[config.mk]
export PLATFORM = sky130hd
export DESIGN_NAME = spm_seq_mult
export DESIGN_NICKNAME = d
export VERILOG_FILES = /design/src/rtl/spm_pkg.sv /design/src/rtl/spm_csa_cell.sv /design/src/rtl/spm_seq_mult.sv
export SDC_FILE = /design/constraint.sdc
export NUM_CORES = 1
export LEC_CHECK = 0
export CELL_PAD_IN_SITES_DETAIL_PLACEMENT = 2
export CELL_PAD_IN_SITES_GLOBAL_PLACEMENT = 2
export CORE_ASPECT_RATIO = 1.2
export CORE_MARGIN = 3
export CORE_UTILIZATION = 35
export CTS_CLUSTER_DIAMETER = 30
export DETAILED_ROUTE_END_ITERATION = 6
export PLACE_DENSITY_LB_ADDON = 0.1
export SLEW_MARGIN = 0
export SYNTH_ARGS = -nofsm -noshare
export SYNTH_HDL_FRONTEND = slang
export SYNTH_SLANG_ARGS = --single-unit
[constraint.sdc]
create_clock -name clk -period 4.3 [get_ports clk]
set_input_delay 1.29 -clock clk [delete_from_list [all_inputs] [get_ports clk]]
set_output_delay 1.29 -clock clk [all_outputs]
set_load 0.02 [all_outputs]
[src/rtl/spm_pkg.sv]
// Shared types and helpers for the serial-parallel multiplier.
package spm_pkg;

  typedef enum logic [1:0] {
    StIdle,
    StRun,
    StDone
  } state_e;

  function automatic int unsigned cnt_width(input int unsigned w);
    return $clog2(2 * w);
  endfunction

endpackage

[src/rtl/spm_csa_cell.sv]
// One carry-save cell: registered sum passed down the chain, registered carry kept locally.
module spm_csa_cell (
  input  logic clk,
  input  logic rst,
  input  logic clr,
  input  logic en,
  input  logic a,
  input  logic b,
  output logic s,
  output logic c
);

  always_ff @(posedge clk) begin
    if (rst || clr) begin
      s <= 1'b0;
      c <= 1'b0;
    end else if (en) begin
      s <= a ^ b ^ c;
      c <= (a & b) | (a & c) | (b & c);
    end
  end

endmodule

[src/rtl/spm_seq_mult.sv]
// Handshaked serial-parallel multiplier: x held across a CSA chain, y shifted in LSB-first,
// product streamed out LSB-first and assembled into p.
module spm_seq_mult
  import spm_pkg::*;
#(
  parameter int unsigned WIDTH = 32
) (
  input  logic                 clk,
  input  logic                 rst,
  input  logic                 flush,
  input  logic                 in_valid,
  output logic                 in_ready,
  input  logic [WIDTH-1:0]     x,
  input  logic [WIDTH-1:0]     y,
  input  logic                 signed_mode,
  output logic                 p_bit,
  output logic                 p_bit_valid,
  output logic                 out_valid,
  input  logic                 out_ready,
  output logic [2*WIDTH-1:0]   p,
  output logic                 busy
);

  localparam int unsigned CNT_W = cnt_width(WIDTH);
  localparam logic [CNT_W-1:0] CntLast = CNT_W'(2 * WIDTH - 1);
  localparam logic [CNT_W-1:0] CntHalf = CNT_W'(WIDTH);

  state_e           state;
  logic [WIDTH-1:0] x_reg;
  logic [WIDTH-1:0] y_sh;
  logic             y_sign;
  logic             sgn;
  logic             z;
  logic [CNT_W-1:0] cnt;

  logic [WIDTH-1:0] s;
  logic [WIDTH-1:0] c_unused;
  logic [WIDTH-1:0] a;
  logic [WIDTH-1:0] b;
  logic             yb;
  logic             t;
  logic             accept;
  logic             run_en;
  logic             chain_clr;

  assign accept    = (state == StIdle) && in_valid && !flush;
  assign run_en    = (state == StRun) && !flush;
  assign chain_clr = accept || flush;

  // Upper half of the stream is the sign extension of y (zero when unsigned).
  assign yb = (cnt < CntHalf) ? y_sh[0] : y_sign;
  assign t  = x_reg[WIDTH-1] & yb;

  // In signed mode the top bit of x has negative weight, so its partial-product
  // stream enters the top cell negated (serial two's complement) instead of as a.
  always_comb begin
    a = x_reg & {WIDTH{yb}};
    b = {1'b0, s[WIDTH-1:1]};
    if (sgn) begin
      a[WIDTH-1] = 1'b0;
      b[WIDTH-1] = t ^ z;
    end
  end

  for (genvar i = 0; i < WIDTH; i++) begin : g_cell
    spm_csa_cell u_cell (
      .clk (clk),
      .rst (rst),
      .clr (chain_clr),
      .en  (run_en),
      .a   (a[i]),
      .b   (b[i]),
      .s   (s[i]),
      .c   (c_unused[i])
    );
  end

  assign p_bit    = s[0];
  assign in_ready = (state == StIdle);
  assign busy     = (state != StIdle);

  always_ff @(posedge clk) begin
    if (rst) begin
      state       <= StIdle;
      x_reg       <= '0;
      y_sh        <= '0;
      y_sign      <= 1'b0;
      sgn         <= 1'b0;
      z           <= 1'b0;
      cnt         <= '0;
      p           <= '0;
      p_bit_valid <= 1'b0;
      out_valid   <= 1'b0;
    end else if (flush) begin
      state       <= StIdle;
      z           <= 1'b0;
      cnt         <= '0;
      p_bit_valid <= 1'b0;
      out_valid   <= 1'b0;
    end else begin
      // Each presented bit is absorbed into p one cycle later, from the MSB side.
      if (p_bit_valid) begin
        p <= {p_bit, p[2*WIDTH-1:1]};
      end
      p_bit_valid <= 1'b0;
      case (state)
        StIdle: begin
          if (in_valid) begin
            x_reg  <= x;
            y_sh   <= y;
            sgn    <= signed_mode;
            y_sign <= signed_mode & y[WIDTH-1];
            z      <= 1'b0;
            cnt    <= '0;
            p      <= '0;
            state  <= StRun;
          end
        end
        StRun: begin
          y_sh        <= y_sh >> 1;
          z           <= z | t;
          cnt         <= cnt + 1'b1;
          p_bit_valid <= 1'b1;
          if (cnt == CntLast) begin
            state <= StDone;
          end
        end
        StDone: begin
          if (!out_valid) begin
            out_valid <= 1'b1;
          end else if (out_ready) begin
            out_valid <= 1'b0;
            state     <= StIdle;
          end
        end
        default: state <= StIdle;
      endcase
    end
  end

endmodule
==> results.json <==
{
  "status": "finished, final reports clean",
  "cap_violations": 0,
  "cp_data_required_time_ps": 4660,
  "portBuffers": 138,
  "crit_path_end_kind": "flip-flop",
  "die-area_mm2": 0.0253,
  "htree_levels": 2,
  "clkSinkCount": 205,
  "syn2layout_area_growth_pct": 35.6,
  "mostFrequentLayoutCells": "dfxtp_1, clkdlybuf4s50_1, nor2_1, nand2_1, a211oi_1",
  "multi_input_area_mm2": 0.00352,
  "final_common_cell": "dfxtp_1",
  "final_nets": 1078,
  "synth_area_mm2": 0.00819,
  "vias": 6581,
  "clk_latency_ps": 510,
  "drt_wl_total_um": 23100,
  "drtIter0Drc": 194,
  "fin_ws_ps": 1160,
  "synth_cell_types": 36,
  "numCtsBuffers": 43,
  "pre_cts_ws_ps": 685,
  "syn_nets": 949,
  "dr.pass1.iters": 4,
  "cts_tree": "built",
  "finalHoldViolCount": 0,
  "power.total_w": 0.00540,
  "largest_reg_flops": 64,
  "grt_remaining_overflow": 0,
  "synth_top_family_by_area": "compound AO/OA/AOI/OAI gates",
  "synth-edff-count": 0,
  "core_area_mm2": 0.0227,
  "p_leak_nw": 3.86,
  "drcViolationCount": 0,
  "grt_usage_pct": 18.2,
  "hold_class": "flip-flop to flip-flop",
  "synth_adder_area_share_pct": 7.88,
  "slew_viol_final": 0,
  "ir_drop_mv": 0.329,
  "slew-limit-headroom_pct": 27.8,
  "grt_pass1_wl_um": 38100,
  "power_density_mw_per_mm2": 486,
  "synth.yosys.seq_area_share_pct": 50.1,
  "initial_core_util_pct": 36.0,
  "postSynthCellCount": 846,
  "wl_per_cell_um": 17.6,
  "synthXorXnorAreaFrac_pct": 0.321,
  "diodes": 0,
  "hpwl_um": 14600,
  "regMostFlops": "p",
  "cts_buffer_depth": 3,
  "synth_mux_area_share_pct": 3.92,
  "cp.arrival_ps": 3490,
  "worst-path-max-fanout": 34,
  "grt_max_degree": 128,
  "cts_hold_buf": 0,
  "pin_count": 139,
  "first_global_vias": 7470,
  "fin_crit_sh_pct": 72.9,
  "cts_setup_buffers": 0,
  "tightest_slew_ps": 1080,
  "setup_tns_ps": 0,
  "clk_pin_slew_ps": 50,
  "antenna_found_initial": 0,
  "nFillCells": 2331,
  "ys_warn_count": 0,
  "fmax_mhz": 319,
  "vias_per_cell": 5.02,
  "row_count": 60,
  "hold_ws_ps": 456,
  "async_flop_share_pct": 0,
  "routabilityCongestion": 0.707,
  "cts_resized": 0,
  "ys_seq_elements": 205,
  "synth_compound_area_share_pct": 18.7,
  "yosys.area_share.simple_pct": 11.9,
  "clock_skew_ps": 13.5,
  "avgSynthCellArea_um2": 9.69,
  "cts_root_buffer": "clkbuf_16",
  "die_w_um": 146,
  "chipHeight_um": 174,
  "start_kind": "input port",
  "finalSetupViolCount": 0,
  "drive_above_1_share_pct": 8.78,
  "ant_nets": 0,
  "rsz0062_at_grt": "false",
  "synthFlopType": "dfxtp_1",
  "min_period_ps": 3140,
  "path_class": "input port to flip-flop",
  "regArea_mm2": 0.00410
}
==> path summary, 6_finish.rpt <==
kind	cells past startpoint	from	slack (ps)	to
setup reg to reg	5	state[0]$_SDFFE_PP0P_	1740	g_cell[28].u_cell.c$_SDFFE_PP0P_
hold / removal	2	x_reg[9]$_SDFFE_PP0P_	460	x_reg[9]$_SDFFE_PP0P_
setup / recovery	5	flush	1160	g_cell[28].u_cell.c$_SDFFE_PP0P_
hold reg to reg	2	x_reg[9]$_SDFFE_PP0P_	460	x_reg[9]$_SDFFE_PP0P_
==> layer usage <==
layer / GRT usage (%) / vias up / share of wire [%]
li1: - / 3145 / -
met1: 19.1 / 3270 / 39
met2: 35.7 / 123 / 55
met3: 3.95 / 43 / 3.7
met4: 5.46 / 0 / 2.0
met5: 0 / - / 0
==> cells by family after synthesis <==
logic type                 Yosys count
DFF                                205
AOI/OAI and AO/OA                  207
xor gates and xnor gates             3
adders and majority gates           33
and+or+nand+nor                    236
muxes                               32
buffers and inverters              130
==> cell type report <==
class	instances	area share, %
clock buffers	56	10.9
inverters	66	2.23
well taps	310	3.49
clock inverters	16	1.66
repair buffers	148	13.2
multi-input cells	511	31.6
flip-flops and latches	205	36.9
==> power by group <==
group / total [W] / switching (W) / internal, W
Clock: 0.00315 / 0.00102 / 0.00213
Combinational: 0.000278 / 0.000157 / 0.000122
Sequential: 0.00198 / 0.0000251 / 0.00195
Total: 0.00540 / 0.00120 / 0.00420
==> cells in the mapped netlist (3+ instances only) <==
cell type  instances  area [µm²]
nand4_1            3        18.8
clkbuf_1          21        78.8
nand2_1          103         387
fa_1              31         621
a21oi_1           40         200
a211oi_1          94         706
buf_6              8        90.1
mux2i_1           31         310
dfxtp_1          205        4100
nand3_1            6        30.0
inv_1             66         248
a22o_1            64         561
xor2_1             3        26.3
o21ai_0            3        15.0
nor2_1           109         409
buf_2             33         165
==> per-stage QoR <==
stage	util (%)	area, µm²	std cells
final	48.8	11100	1312
after global routing	48.8	11100	1312
after CTS	48.8	11100	1312
after detailed placement	42.7	9720	1240
after global placement	42.7	9720	1240
after floorplan	-	8190	846
==> worst max-delay path: stages <==
cell             delay, ps
clkdlybuf4s50_1        790
or2_1                  370
nand2b_4               440
buf_4                  440
a211oi_1               130
Power figures use the tool's default switching activity.
